### src/rtl/avalon_to_ahb_lite_bridge.sv
// ---------------------------------------------------------------------------
// avalon_to_ahb_lite_bridge
//
// Avalon-MM slave to AHB-Lite master bridge. Each Avalon read or write is
// turned into one SINGLE/NONSEQ AHB-Lite transfer, one outstanding at a time.
// Read data and the AHB response are returned on the Avalon side.
//
// Optional feature macro: AHB_BRIDGE_TIMEOUT_EN
//   defined   : the data phase is abandoned after TIMEOUT_CYCLES HREADY-low
//               cycles (response DECODEERROR, readdata 0), then the bridge
//               drains the stuck transfer before accepting new work.
//   undefined : the data phase waits for HREADY indefinitely.
//
// Parameters
//   ADDR_W          byte-address width on both sides
//   TIMEOUT_CYCLES  HREADY-low limit in the data phase (timeout build only)
//
// Ports
//   clk_clk, reset_reset          single clock, synchronous active-high reset
//   avs_address/read/write        Avalon command (held stable by the master)
//   avs_byteenable/writedata      Avalon lane enables and write data
//   avs_readdata/response         completion data and status
//   avs_waitrequest               low for exactly one cycle per completion
//   ahb_haddr/htrans/hwrite       AHB address phase
//   ahb_hsize/hburst/hwdata       AHB transfer size, burst (SINGLE), wdata
//   ahb_hrdata/hready/hresp       AHB slave data-phase response
//
// Timeline for a zero-wait slave (one cycle per state):
//   IDLE (command seen) -> ADDR (NONSEQ) -> DATA -> DONE (waitrequest low)
// ---------------------------------------------------------------------------
module avalon_to_ahb_lite_bridge #(
    parameter int ADDR_W         = 32,
    parameter int TIMEOUT_CYCLES = 1024
) (
    input  logic              clk_clk,
    input  logic              reset_reset,
    input  logic [ADDR_W-1:0] avs_address,
    input  logic              avs_read,
    input  logic              avs_write,
    input  logic [3:0]        avs_byteenable,
    input  logic [31:0]       avs_writedata,
    output logic [31:0]       avs_readdata,
    output logic [1:0]        avs_response,
    output logic              avs_waitrequest,
    output logic [ADDR_W-1:0] ahb_haddr,
    output logic [1:0]        ahb_htrans,
    output logic              ahb_hwrite,
    output logic [2:0]        ahb_hsize,
    output logic [2:0]        ahb_hburst,
    output logic [31:0]       ahb_hwdata,
    input  logic [31:0]       ahb_hrdata,
    input  logic              ahb_hready,
    input  logic              ahb_hresp
);

    localparam logic [1:0] HTRANS_IDLE   = 2'b00;
    localparam logic [1:0] HTRANS_NONSEQ = 2'b10;

    localparam logic [1:0] RESP_OKAY   = 2'b00;
    localparam logic [1:0] RESP_SLVERR = 2'b10;
`ifdef AHB_BRIDGE_TIMEOUT_EN
    localparam logic [1:0] RESP_DECERR = 2'b11;
`endif

    localparam logic [2:0] HSIZE_BYTE = 3'b000;
    localparam logic [2:0] HSIZE_HALF = 3'b001;
    localparam logic [2:0] HSIZE_WORD = 3'b010;

    typedef enum logic [2:0] {
        ST_IDLE  = 3'd0,
        ST_ADDR  = 3'd1,
        ST_DATA  = 3'd2,
        ST_DONE  = 3'd3
`ifdef AHB_BRIDGE_TIMEOUT_EN
        ,
        ST_DRAIN = 3'd4
`endif
    } state_t;

    // -----------------------------------------------------------------------
    // Byteenable decode: only naturally aligned byte/half/word lane patterns
    // map onto an AHB transfer; everything else is rejected locally.
    // -----------------------------------------------------------------------
    logic       be_legal;
    logic [2:0] be_size;
    logic [1:0] be_offset;

    always_comb begin
        be_legal  = 1'b1;
        be_size   = HSIZE_BYTE;
        be_offset = 2'b00;
        case (avs_byteenable)
            4'b1111: be_size = HSIZE_WORD;
            4'b0011: be_size = HSIZE_HALF;
            4'b1100: begin be_size = HSIZE_HALF; be_offset = 2'b10; end
            4'b0001: be_offset = 2'b00;
            4'b0010: be_offset = 2'b01;
            4'b0100: be_offset = 2'b10;
            4'b1000: be_offset = 2'b11;
            default: be_legal = 1'b0;
        endcase
    end

    // Low address bits are replaced by the lane offset from the decode.
    logic unused_addr_lsb;
    assign unused_addr_lsb = ^avs_address[1:0];

    // -----------------------------------------------------------------------
    // State and registered outputs
    // -----------------------------------------------------------------------
    state_t            state_q,       state_d;
    logic              waitrequest_q, waitrequest_d;
    logic [1:0]        htrans_q,      htrans_d;
    logic [ADDR_W-1:0] haddr_q,       haddr_d;
    logic              hwrite_q,      hwrite_d;
    logic [2:0]        hsize_q,       hsize_d;
    logic [31:0]       hwdata_q,      hwdata_d;
    logic [31:0]       readdata_q,    readdata_d;
    logic [1:0]        response_q,    response_d;

`ifdef AHB_BRIDGE_TIMEOUT_EN
    localparam int CNT_W = $clog2(TIMEOUT_CYCLES + 1);
    localparam logic [CNT_W-1:0] CNT_LAST = CNT_W'(TIMEOUT_CYCLES - 1);

    logic [CNT_W-1:0] tmo_cnt_q,   tmo_cnt_d;
    // Set when DONE was reached by timeout: the AHB transfer is still open.
    logic             timed_out_q, timed_out_d;
`else
    // Without the timeout feature this parameter has no effect.
    localparam int UNUSED_TIMEOUT_CYCLES = TIMEOUT_CYCLES;
`endif

    always_comb begin
        state_d       = state_q;
        waitrequest_d = 1'b1;
        htrans_d      = HTRANS_IDLE;
        haddr_d       = haddr_q;
        hwrite_d      = hwrite_q;
        hsize_d       = hsize_q;
        hwdata_d      = hwdata_q;
        readdata_d    = readdata_q;
        response_d    = response_q;
`ifdef AHB_BRIDGE_TIMEOUT_EN
        tmo_cnt_d     = tmo_cnt_q;
        timed_out_d   = timed_out_q;
`endif

        case (state_q)
            ST_IDLE: begin
                if (avs_read || avs_write) begin
                    if (be_legal) begin
                        // read wins when both strobes are high
                        haddr_d  = {avs_address[ADDR_W-1:2], be_offset};
                        hwrite_d = ~avs_read;
                        hsize_d  = be_size;
                        if (!avs_read) begin
                            hwdata_d = avs_writedata;
                        end
                        htrans_d = HTRANS_NONSEQ;
                        state_d  = ST_ADDR;
                    end else begin
                        // never reaches the bus: complete locally as SLVERR
                        response_d    = RESP_SLVERR;
                        waitrequest_d = 1'b0;
                        state_d       = ST_DONE;
                    end
                end
            end

            // Sole master on the bus, so HREADY is not checked here.
            ST_ADDR: begin
                state_d = ST_DATA;
`ifdef AHB_BRIDGE_TIMEOUT_EN
                tmo_cnt_d = '0;
`endif
            end

            ST_DATA: begin
                // A two-cycle ERROR completes on its HREADY-high cycle, where
                // HRESP is still high, so sampling only on HREADY suffices.
                if (ahb_hready) begin
                    if (!hwrite_q) begin
                        readdata_d = ahb_hrdata;
                    end
                    response_d    = ahb_hresp ? RESP_SLVERR : RESP_OKAY;
                    waitrequest_d = 1'b0;
                    state_d       = ST_DONE;
                end
`ifdef AHB_BRIDGE_TIMEOUT_EN
                else if (tmo_cnt_q == CNT_LAST) begin
                    response_d    = RESP_DECERR;
                    readdata_d    = '0;
                    waitrequest_d = 1'b0;
                    timed_out_d   = 1'b1;
                    state_d       = ST_DONE;
                end else begin
                    tmo_cnt_d = tmo_cnt_q + CNT_W'(1);
                end
`endif
            end

            ST_DONE: begin
`ifdef AHB_BRIDGE_TIMEOUT_EN
                // If the stuck slave already released HREADY during DONE,
                // there is nothing left to drain.
                if (timed_out_q && !ahb_hready) begin
                    state_d = ST_DRAIN;
                end else begin
                    timed_out_d = 1'b0;
                    state_d     = ST_IDLE;
                end
`else
                state_d = ST_IDLE;
`endif
            end

`ifdef AHB_BRIDGE_TIMEOUT_EN
            // Abandoned transfer still owns the data phase; keep new
            // commands stalled until the slave finally signals HREADY.
            ST_DRAIN: begin
                if (ahb_hready) begin
                    timed_out_d = 1'b0;
                    state_d     = ST_IDLE;
                end
            end
`endif

            default: state_d = ST_IDLE;
        endcase
    end

    always_ff @(posedge clk_clk) begin
        if (reset_reset) begin
            state_q       <= ST_IDLE;
            waitrequest_q <= 1'b1;
            htrans_q      <= HTRANS_IDLE;
            haddr_q       <= '0;
            hwrite_q      <= 1'b0;
            hsize_q       <= 3'b000;
            hwdata_q      <= '0;
            readdata_q    <= '0;
            response_q    <= RESP_OKAY;
`ifdef AHB_BRIDGE_TIMEOUT_EN
            tmo_cnt_q     <= '0;
            timed_out_q   <= 1'b0;
`endif
        end else begin
            state_q       <= state_d;
            waitrequest_q <= waitrequest_d;
            htrans_q      <= htrans_d;
            haddr_q       <= haddr_d;
            hwrite_q      <= hwrite_d;
            hsize_q       <= hsize_d;
            hwdata_q      <= hwdata_d;
            readdata_q    <= readdata_d;
            response_q    <= response_d;
`ifdef AHB_BRIDGE_TIMEOUT_EN
            tmo_cnt_q     <= tmo_cnt_d;
            timed_out_q   <= timed_out_d;
`endif
        end
    end

    assign avs_waitrequest = waitrequest_q;
    assign avs_readdata    = readdata_q;
    assign avs_response    = response_q;
    assign ahb_htrans      = htrans_q;
    assign ahb_haddr       = haddr_q;
    assign ahb_hwrite      = hwrite_q;
    assign ahb_hsize       = hsize_q;
    assign ahb_hwdata      = hwdata_q;
    assign ahb_hburst      = 3'b000;

endmodule
### config.mk
export PLATFORM = sky130hd
export DESIGN_NAME = avalon_to_ahb_lite_bridge
export DESIGN_NICKNAME = d
export VERILOG_FILES = /design/src/rtl/avalon_to_ahb_lite_bridge.sv
export SDC_FILE = /design/constraint.sdc
export NUM_CORES = 1
export LEC_CHECK = 0
export ABC_AREA = 1
export BUFFER_PORTS_ARGS = -buffer_cell sky130_fd_sc_hd__buf_2
export CORE_ASPECT_RATIO = 1.5
export CORE_MARGIN = 5
export CORE_UTILIZATION = 41
export DETAILED_ROUTE_END_ITERATION = 8
export HOLD_SLACK_MARGIN = 0.02
export MAX_ROUTING_LAYER = met4
export PLACE_DENSITY = 0.77
export SKIP_CTS_REPAIR_TIMING = 1
export SKIP_LAST_GASP = 1
export SYNTH_ARGS = -nofsm -noshare
export SYNTH_HDL_FRONTEND = slang
export SYNTH_SLANG_ARGS = --single-unit
### constraint.sdc
create_clock -name clk_clk -period 1.4 [get_ports clk_clk]
set_input_delay 0.28 -clock clk_clk [delete_from_list [all_inputs] [get_ports clk_clk]]
set_output_delay 0.28 -clock clk_clk [all_outputs]
set_load 0.005 [all_outputs]
# [Yosys cells after proc, flatten, opt, wreduce, memory -nomap -nowiden]
# Index checks and enable logic that the tools add are counted.
[classes] n_eq_ne=12 bitwise_logic=4 n_reduce_logical=12 n_mux=17
[op_table] op="$eq A4 B4 Y1 const B" n=3
[op_table] op="$mux W2" n=6
[op_table] op="$pmux W3 S3" n=1
[op_table] op="$eq A4 B2 Y1 const B" n=2
[op_table] op="$pmux W2 S2" n=2
[op_table] op="$reduce_and A4 Y1" n=2
[op_table] op="$reduce_or A7 Y1" n=1
[op_table] op="$mux W3" n=2
[op_table] op="$ne A2 B2 Y1 const B" n=3
[op_table] op="$pmux W2 S3" n=1
[op_table] op="$reduce_and A3 Y1" n=2
[op_table] op="$eq A4 B1 Y1 const B" n=1
[op_table] op="$eq A4 B3 Y1 const B" n=1
[op_table] op="$mux W1" n=4
[op_table] op="$not A1 Y1" n=4
[op_table] op="$reduce_or A2 Y1" n=2
[op_table] op="$eq A3 B1 Y1 const B" n=1
[op_table] op="$eq A3 B2 Y1 const B" n=1
[op_table] op="$logic_not A3 Y1" n=1
[op_table] op="$reduce_or A3 Y1" n=1
[op_table] op="$pmux W1 S2" n=1
[op_table] op="$reduce_and A2 Y1" n=1
[op_table] op="$reduce_bool A2 Y1" n=1
[op_table] op="$logic_or A1 B1 Y1" n=1
[totals] output_inout_bits=108 inputBits=106 ff_bits=108

# [Depth between registers and ports, before layout]
# Gate-level depths: netlist (run 1).
[logic_depth] word_depth=6 ltp_mapped=11

# [Worst setup path before layout (run 1)]
# Ideal clock, no wire load.
[synth_path] path_kind="reg2reg" startpoint="reg state_q[0]" endpoint="reg hwdata_q[10], in the netlist ahb_hwdata[10]" slack_ns=-0.057 required_time_ns=1.330 path_stages_with_launch=8 t_arrival_ns=1.387 n_path_buf=1 path_cell_list="dfxtp_1 -> inv_1 -> ha_1 -> inv_1 -> nor2_1 -> clkbuf_1 -> nand4_1 -> a21oi_1"
[synth_via] elab_chain_len=2
[synth_lines] element="start, declared" line="111" text="state_t state_q, state_d;"
[synth_lines] element="start signal, assigned" line="248" text="state_q <= state_d;"
[synth_lines] element="$logic_not A3 Y1" line="148" text="case (state_q)"
[synth_lines] element="$reduce_and A4 Y1 (no source line)"
[synth_lines] element="end signal, assigned" line="254" text="hwdata_q <= hwdata_d;"
[synth_lines] element="end, declared" line="117" text="logic [31:0] hwdata_q, hwdata_d;"
# No other way between the ends.
# A chain may end at the register's enable or synchronous reset.

# [Worst setup path in the final report (run 1)]
[layout_path] startpoint="reg state_q[1]" endpoint="reg hwdata_q[19], in the netlist ahb_hwdata[19]"
# Same word-level chain as after synthesis.

==> results of run 1 <==
[tightest hold or removal path, stage by stage]
cell	delay, ns
buf_2	0.07
nor2_1	0.03
nor2_1	0.08
[power by group through the flow]
| stage | clock network, mW | logic [mW] | registers [mW] |
|---|---|---|---|
| after CTS | 2.46 | 2.59 | 3.66 |
| after detailed placement | 0 | 2.58 | 3.72 |
| after global routing | 2.62 | 3.15 | 3.74 |
| after floorplan | 0 | 1.42 | 3.77 |
| after global placement | 0 | 2.49 | 3.70 |
| final | 2.41 | 2.85 | 3.68 |
[worst max path at each step]
stage / slack (ns) / to / startpoint / cells past startpoint
floorplan: 0.01 / ahb_hwdata[10] / state_q[0] / 7
global placement: -0.14 / ahb_hwdata[10] / avs_byteenable[1] / 10
finish: -0.02 / ahb_hwdata[19] / state_q[1] / 9
detailed placement: -0.19 / ahb_hwdata[27] / avs_byteenable[1] / 10
global route: -0.10 / ahb_hwdata[20] / state_q[0] / 9
CTS: -0.1 / ahb_hwdata[26] / state_q[0] / 7
[area by class of cell]
| class | count | area share, % |
|---|---|---|
| clock buffers | 10 | 4.019 |
| clock inverters | 6 | 0.8418 |
| inverters | 17 | 1.073 |
| multi-input cells | 350 | 31.67 |
| flip-flops and latches | 104 | 35.06 |
| well taps | 117 | 2.462 |
| repair buffers | 241 | 24.87 |
[logic make-up after synthesis]
logic type | count (synthesis) | share of synthesized area, %
buf+inv | 67 | 9.243
simple gates | 239 | 27.76
other cells | 1 | 0.08936
compound gates | 102 | 12.40
fa+ha+maj | 3 | 0.8945
flops | 104 | 49.61
[flip-flops by register name (all words and copies together) (netlist names)]
signal,flops
avs_response,1
ahb_haddr,32
ahb_hwrite,1
avs_readdata,32
ahb_htrans,1
ahb_hwdata,32
state_q,2
avs_waitrequest,1
ahb_hsize,2
[placed cells by master (no fill, tap or decap), types with 3 or more instances in the layout]
master and instances:
buf_12 8, a21oi_1 57, dfxtp_1 102, nand3_4 3, buf_2 205, inv_1 10, nor2_2 5, nand2_2 35
nand2_1 51, nor2_4 3, a21oi_2 12, buf_4 19, inv_2 7, clkbuf_16 12, conb_1 6, nor2_1 69
buf_6 4, o21ai_0 32, nand3_1 4, nand4_1 66
[stage by stage]
step                worst slack, ns  cells  total power [mW]  hold slack, ns  instance area [um^2]
floorplan                   0.01398    521             5.182          0.4149                  4220
global placement            -0.1357    824             6.193          0.4441                  5403
detailed placement          -0.1856    824             6.298          0.4490                  5403
CTS                        -0.09954    840             8.707          0.1554                  5692
global route                -0.1006    845             9.517          0.1606                  5946
finish                     -0.01519    845             8.938          0.1610                  5946
[layer usage]
layer / vias to the layer above / part of all wire (%)
li1: 2156 / -
met1: 1995 / 40
met2: 183 / 50
met3: 17 / 7.0
met4: 0 / 2.0
met5: - / 0
==> out/results.ini, run 1 <==
[synth]
synth.most_common_cell=dfxtp_1
netlist_area_um2=4197
netlist_instances=516
synthTopCellsByArea=dfxtp_1 50%, nand4_1 9.8%, a21oi_1 8.0%
synth_async_sr_flop_share_pct=0
yosys-top-cells-count=104 x dfxtp_1, 75 x nand2_1, 74 x nor2_1, 67 x a21oi_1, 66 x nand4_1
synth_cell_type_count=25
synth_ff_type=dfxtp_1
postSynthAreaPerCell_um2=8.133
synth-edff-count=0
yosysSeqAreaShare_pct=49.61
netlist.area_leader.share_pct=49.61
yosys.area.top_type=dfxtp_1
ys_warn_count=0
ys_ff_latch=104

[drt]
postRouteAntennaNets=0
remaining_drc_errors=0
routed_wirelength_mm=12.66
routedWlPerCell_um=14.98
drtPass1Iterations=4
vias=4351
viasPerCell=5.149
first_iter_violations=178

[die]
die-width_um=92.61
die-area_um2=12400
ios=214
die_h_um=133.9
core.rowCount=45
initial_core_util_pct=41.64
fp.coreArea_um2=10080

[timing]
rsz0062_at_grt=true
finClkSkew_ns=0.007166
worst_pin_slew_ns=0.5367
hold_viol=0
finalCritPeriodShare_pct=101.1
setup_viol=3
slew-limit-headroom_pct=64.22
fin_ws_ns=-0.01519
fmax_ghz=0.7066
timing.setup.tns_ns=-0.02272
period_needed_ns=1.415
slew_viol_final=0

[global_route]
grt_pass1_wl_mm=19.58
grt_pass1_vias=4264
met3_usage_pct=4.377
grt_start_max_net_pins=56
grt_use_total_pct=19.68
top_usage_layer=met2
use_met2_pct=32.78
grt_use_met1_pct=23.20
gr-total-overflow=0
antenna_found_initial=0

[setup_path]
r2r_end=ahb_hwdata[19]
crit_required_ns=1.60
critPathSlowestCell=dfxtp_2
reg2regPathDepth=9
end_kind=register
reg2reg_slack_ns=-0.02
cp_num_buf_inv=4
crit_path_frequent_cell=inv_2
rr_startpoint=state_q[1]
cp_max_fo=7
start_kind=register
critical-path-max-stage-delay_ns=0.34
crit_chain=inv_2, ha_4, inv_2, nor2_4, buf_6, nand3_4, clkbuf_16, nand2_2, a21oi_1
arrival_ns=1.62
crit_type=register to register
cp_top_family=buffers and inverters

[place]
io_buffers=205
gp_congestion=0.8361
dpl.hpwl_mm=8.949

[job]
cap_violations=0

[clock_tree]
numCtsBuffers=9
clockBufferDepth=2
tritoncts=done
clock_latency_ns=0.33
clockRootBuffer=clkbuf_16
cts_sinks=104
clkSlewWorstSetupHoldPaths_ns=0.07
h-tree-depth=3

[power_and_ir_drop]
share_seq_of_total_power_pct=41.2
p_leak_nw=2.837
powerDensity_nw_per_um2=1503
power_frac_comb_pct=31.9
swShare_pct=32.74
internal_power_mw=6.012
switching_power_mw=2.926
clkPwrFrac_pct=26.9
irDropWorstVdd_uv=916.6

[run_status]
outcome=finished, violations left
violations=negative setup slack

[worst_hold_path]
holdPathEnd=avs_readdata[28]
hold_depth=3
hold_path.class=input port to register
min-delay-start=ahb_hrdata[28]

[layout]
area_growth_pct=41.68
multi_input_area_um2=1883
area.sequential_um2=2085
final_layout_size_suffix_gt1_share_pct=45.05
postLayoutCoreUtil_pct=58.99
n_antenna_cell=0
nets=832
nFillCells=895

Note: power is estimated with default switching activity, not from simulation.
==> run 2: changes to the inputs <==
--- a/config.mk
+++ b/config.mk
@@ -10,9 +10,10 @@
 export CORE_ASPECT_RATIO = 1.5
 export CORE_MARGIN = 5
 export CORE_UTILIZATION = 41
+export CTS_CLUSTER_SIZE = 12
 export DETAILED_ROUTE_END_ITERATION = 8
+export GPL_ROUTABILITY_DRIVEN = 0
 export HOLD_SLACK_MARGIN = 0.02
-export MAX_ROUTING_LAYER = met4
 export PLACE_DENSITY = 0.77
 export SKIP_CTS_REPAIR_TIMING = 1
 export SKIP_LAST_GASP = 1
==> run 2 against run 1 <==
Combinational power barely moved; cell count did not move; the run still ends with negative setup slack left; critical path depth did not move; largest power group unchanged; sequential share of layout area fell by 0.21 points; utilization rose by 0.35 points; critical endpoint is now ahb_hwdata[5]; design area rose by 0.59%; total power rose by 0.18%; non-clock buffer count did not move; first-iteration DRC count fell by 22%; sequential cell count did not move; die area did not move; clock-buffer cell count did not move.
==> out/results.ini, run 2 (same netlist as run 1, synthesis figures left out) <==
[place]
dpl-instance-area_um2=5403
dp_cells=824
dpl.hpwl_mm=8.949
dpl_worst_slack_ns=-0.1856
io_buffers=205

[setup_path]
arrival_ns=1.63
reg2reg_slack_ns=-0.02
reg2regPathDepth=9
cp_max_fo=7
crit_required_ns=1.61
rr_startpoint=state_q[1]
r2r_end=ahb_hwdata[5]
start_kind=register
crit_type=register to register
end_kind=register

[timing]
finalCritPeriodShare_pct=101.4
hold_viol=0
worst_pin_slew_ns=0.5656
hold_slack_ns=0.1624
finClkSkew_ns=0.006047
slew_viol_final=0
fin_ws_ns=-0.01967
slew-limit-headroom_pct=62.29
rsz0062_at_grt=true
fmax_ghz=0.7044
period_needed_ns=1.420
setup_viol=13

[worst_hold_path]
hold_depth=3
min-delay-start=ahb_hrdata[28]
holdPathEnd=avs_readdata[28]
hold_path.class=input port to register

[global_route]
antenna_found_initial=0
grt_pass1_vias=4279
grt_start_max_net_pins=56
gr-total-overflow=0
grt_pass1_wl_mm=19.53
grt_use_total_pct=19.12

[layout]
final_layout_size_suffix_gt1_share_pct=45.74
final_common_cell=buf_2
n_antenna_cell=0
postLayoutCellArea_um2=5981
final_cells=845
nFillCells=892
area_growth_pct=42.52
nets=832
final_cell_mix=205 x buf_2, 102 x dfxtp_1, 69 x nor2_1

[run_status]
outcome=finished, violations left
violations=negative setup slack

[drt]
routed_wirelength_mm=12.75
viasPerCell=5.167
first_iter_violations=138
remaining_drc_errors=0
routedWlPerCell_um=15.09
vias=4366
postRouteAntennaNets=0
drtPass1Iterations=4

[die]
initial_core_util_pct=41.64
die-width_um=92.61
die_h_um=133.9
fp.coreArea_um2=10080
ios=214
core.rowCount=45
die-area_um2=12400

[clock_tree]
cts_sinks=104
clockRootBuffer=clkbuf_16
clkSlewWorstSetupHoldPaths_ns=0.07
clock_latency_ns=0.33
h-tree-depth=3
clockBufferDepth=2
numCtsBuffers=9
tritoncts=done

[job]
cap_violations=0

[power_and_ir_drop]
power.total_mw=8.954
powerDensity_nw_per_um2=1497
irDropWorstVdd_uv=913.8
p_leak_nw=2.844

## run 2: changes by cell type in the layout (fill, tap and decap cells not counted)
cell / delta
nand2_2: -4
nand2_1: +1
nand2_4: +3
a21oi_1: -6
a21oi_2: +6
## run 2: worst max-delay path by stage
stage	slack, ns	start	to	cells past startpoint
after CTS	-0.1	state_q[0]	ahb_hwdata[26]	7
after floorplan	0.01	state_q[0]	ahb_hwdata[10]	7
after global routing	-0.1	state_q[0]	ahb_hwdata[15]	9
after detailed placement	-0.19	avs_byteenable[1]	ahb_hwdata[27]	10
after global placement	-0.14	avs_byteenable[1]	ahb_hwdata[10]	10
final	-0.02	state_q[1]	ahb_hwdata[5]	9
## run 2: routing by layer
metal | GRT usage [%] | wire length, um | vias up | part of all wire [%]
met2 | 32.98 | 6413 | 176 | 50
met3 | 6.341 | 1080 | 21 | 8.5
met1 | 21.79 | 4938 | 2016 | 39
met4 | 7.107 | 315 | 0 | 2.5
met5 | 0 | 0 | - | 0
li1 | - | - | 2153 | -
## run 2: area by class of cell
class,instances,area (um^2),area share (%)
Sequential cell,104,2085,34.85
Multi-Input combinational cell,350,1918,32.07
Timing Repair Buffer,241,1479,24.73
Clock buffer,10,239.0,3.996
Tap cell,117,146.4,2.448
Inverter,17,63.81,1.067
Clock inverter,6,50.05,0.8368
## run 2: report_power, final
group	internal (mW)	switching (mW)	total [mW]
logic	1.30	1.57	2.87
registers	3.44	0.245	3.68
clock network	1.28	1.12	2.40
## run 2: critical path, stage by stage (launching register included)
cell       delay, ns
dfxtp_2         0.34
inv_2           0.06
ha_4            0.15
inv_2           0.04
nor2_4          0.12
buf_6           0.12
nand3_4         0.13
clkbuf_16       0.22
nand2_2         0.07
a21oi_2         0.05
## run 2: metrics by stage
| stage | utilization [%] | setup TNS (ns) |
|---|---|---|
| 6_report | 59.34 | -0.1156 |
| 5_1_grt | 59.34 | -2.795 |
| 4_1_cts | 56.47 | -1.982 |
| 3_5_place_dp | 53.61 | -7.540 |
| 3_3_place_gp | 53.61 | -5.158 |
| 2_1_floorplan | - | 0 |
==> run 3: changes to the inputs <==
==> constraint.sdc (replaced) <==
create_clock -name clk_clk -period 1.4 [get_ports clk_clk]
set_input_delay 0.14 -clock clk_clk [delete_from_list [all_inputs] [get_ports clk_clk]]
set_output_delay 0.14 -clock clk_clk [all_outputs]
set_load 0.005 [all_outputs]
==> run 3 against run 2 <==
The run now ends clean; register-to-register slack better by 0.03 ns; total power increased by 3.3%; cell count increased by 0.95%; first-iteration DRC count is 120% higher; highest routed layer unchanged; clock skew up 0.0067 ns; largest power group unchanged.
==> out/results.ini, run 3 (same netlist as run 1, synthesis figures left out) <==
[timing]
slew_viol_final=0
timing.setup.tns_ns=0
fmax_ghz=0.7190
finalCritPeriodShare_pct=99.35
hold_viol=0
finClkSkew_ns=0.01276
fin_ws_ns=0.009150
setup_viol=0
period_needed_ns=1.391
rsz0062_at_grt=true

[layout]
nFillCells=860
nets=840
n_antenna_cell=0
final_cells=853
area_growth_pct=46.06
final_cell_mix=205 x buf_2, 102 x dfxtp_1, 74 x nand2_1
final_common_cell=buf_2
final_layout_size_suffix_gt1_share_pct=45.65
postLayoutCellArea_um2=6130

[setup_path]
crit_type=register to register
cp_max_fo=7
start_kind=register
end_kind=register
arrival_ns=1.67
crit_required_ns=1.68
reg2regPathDepth=8

[die]
core.rowCount=45
die-width_um=92.61
die_h_um=133.9
initial_core_util_pct=41.64
fp.coreArea_um2=10080
die-area_um2=12400
ios=214

[place]
dpl-instance-area_um2=5408
dpl_worst_slack_ns=-0.08589
dp_cells=823
io_buffers=205
dpl.hpwl_mm=8.680

[clock_tree]
clock_latency_ns=0.34
cts_sinks=104
clkSlewWorstSetupHoldPaths_ns=0.07
clockRootBuffer=clkbuf_16
numCtsBuffers=9
h-tree-depth=3
clockBufferDepth=2
tritoncts=done

[drt]
first_iter_violations=301
remaining_drc_errors=0
viasPerCell=5.148
postRouteAntennaNets=0
routed_wirelength_mm=13.25
drtPass1Iterations=4
vias=4391
routedWlPerCell_um=15.53

[global_route]
grt_use_total_pct=18.03
grt_start_max_net_pins=69
gr-total-overflow=0
grt_pass1_wl_mm=18.23
antenna_found_initial=0
grt_pass1_vias=3950

[job]
cap_violations=0

[worst_hold_path]
hold_depth=3
hold_path.class=input port to register

[power_and_ir_drop]
powerDensity_nw_per_um2=1509
p_leak_nw=2.880
irDropWorstVdd_uv=1043

[run_status]
outcome=finished, final reports clean

run 3: critical path, stage by stage (launching register included):
cell,delay [ns]
dfxtp_2,0.34
inv_4,0.07
ha_4,0.14
inv_2,0.04
nor2_4,0.16
buf_6,0.16
clkbuf_16,0.15
nand4_1,0.13
a21oi_2,0.14
run 3: stage by stage:
step / util [%] / power [mW] / hold WS [ns]
final: 60.82 / 9.252 / 0.02572
after global routing: 60.82 / 9.756 / 0.02205
after CTS: 56.37 / 8.647 / 0.01119
after detailed placement: 53.66 / 6.316 / 0.3689
after global placement: 53.66 / 6.246 / 0.3609
after floorplan: - / 5.182 / 0.2749
run 3: metal layers:
layer  wire, um  GRT usage, %  share of wire, %  vias up
met5          0             0                 0        -
met4        193         6.446               1.5        0
met3       1165         6.341               8.8       17
met2       6782         30.80                51      186
met1       5108         20.68                39     2021
li1           -             -                 -     2167
run 3: cell type report:
cell class / count / area, um^2 / area share (%)
clock buffer: 11 / 232.7 / 3.797
clock inverter: 5 / 41.29 / 0.6736
inverter: 17 / 68.82 / 1.123
multi-input combinational: 350 / 1931 / 31.50
sequential: 104 / 2085 / 34.01
tap: 117 / 146.4 / 2.388
timing repair buffer: 249 / 1625 / 26.52
run 3: report_power, final:
part           switching [mW]  internal [mW]  total [mW]  leakage [nW]
Clock                    1.10           1.22        2.32         0.126
Sequential              0.243           3.44        3.68         0.847
Combinational            1.71           1.53        3.25          1.91
run 3: final timing paths:
check	startpoint	end	slack (ns)
hold / removal	ahb_hrdata[13]	avs_readdata[13]	0.03
hold reg to reg	ahb_haddr[3]	ahb_haddr[3]	0.46
setup / recovery	state_q[0]	ahb_hwdata[4]	0.009
setup reg to reg	state_q[0]	ahb_hwdata[4]	0.009
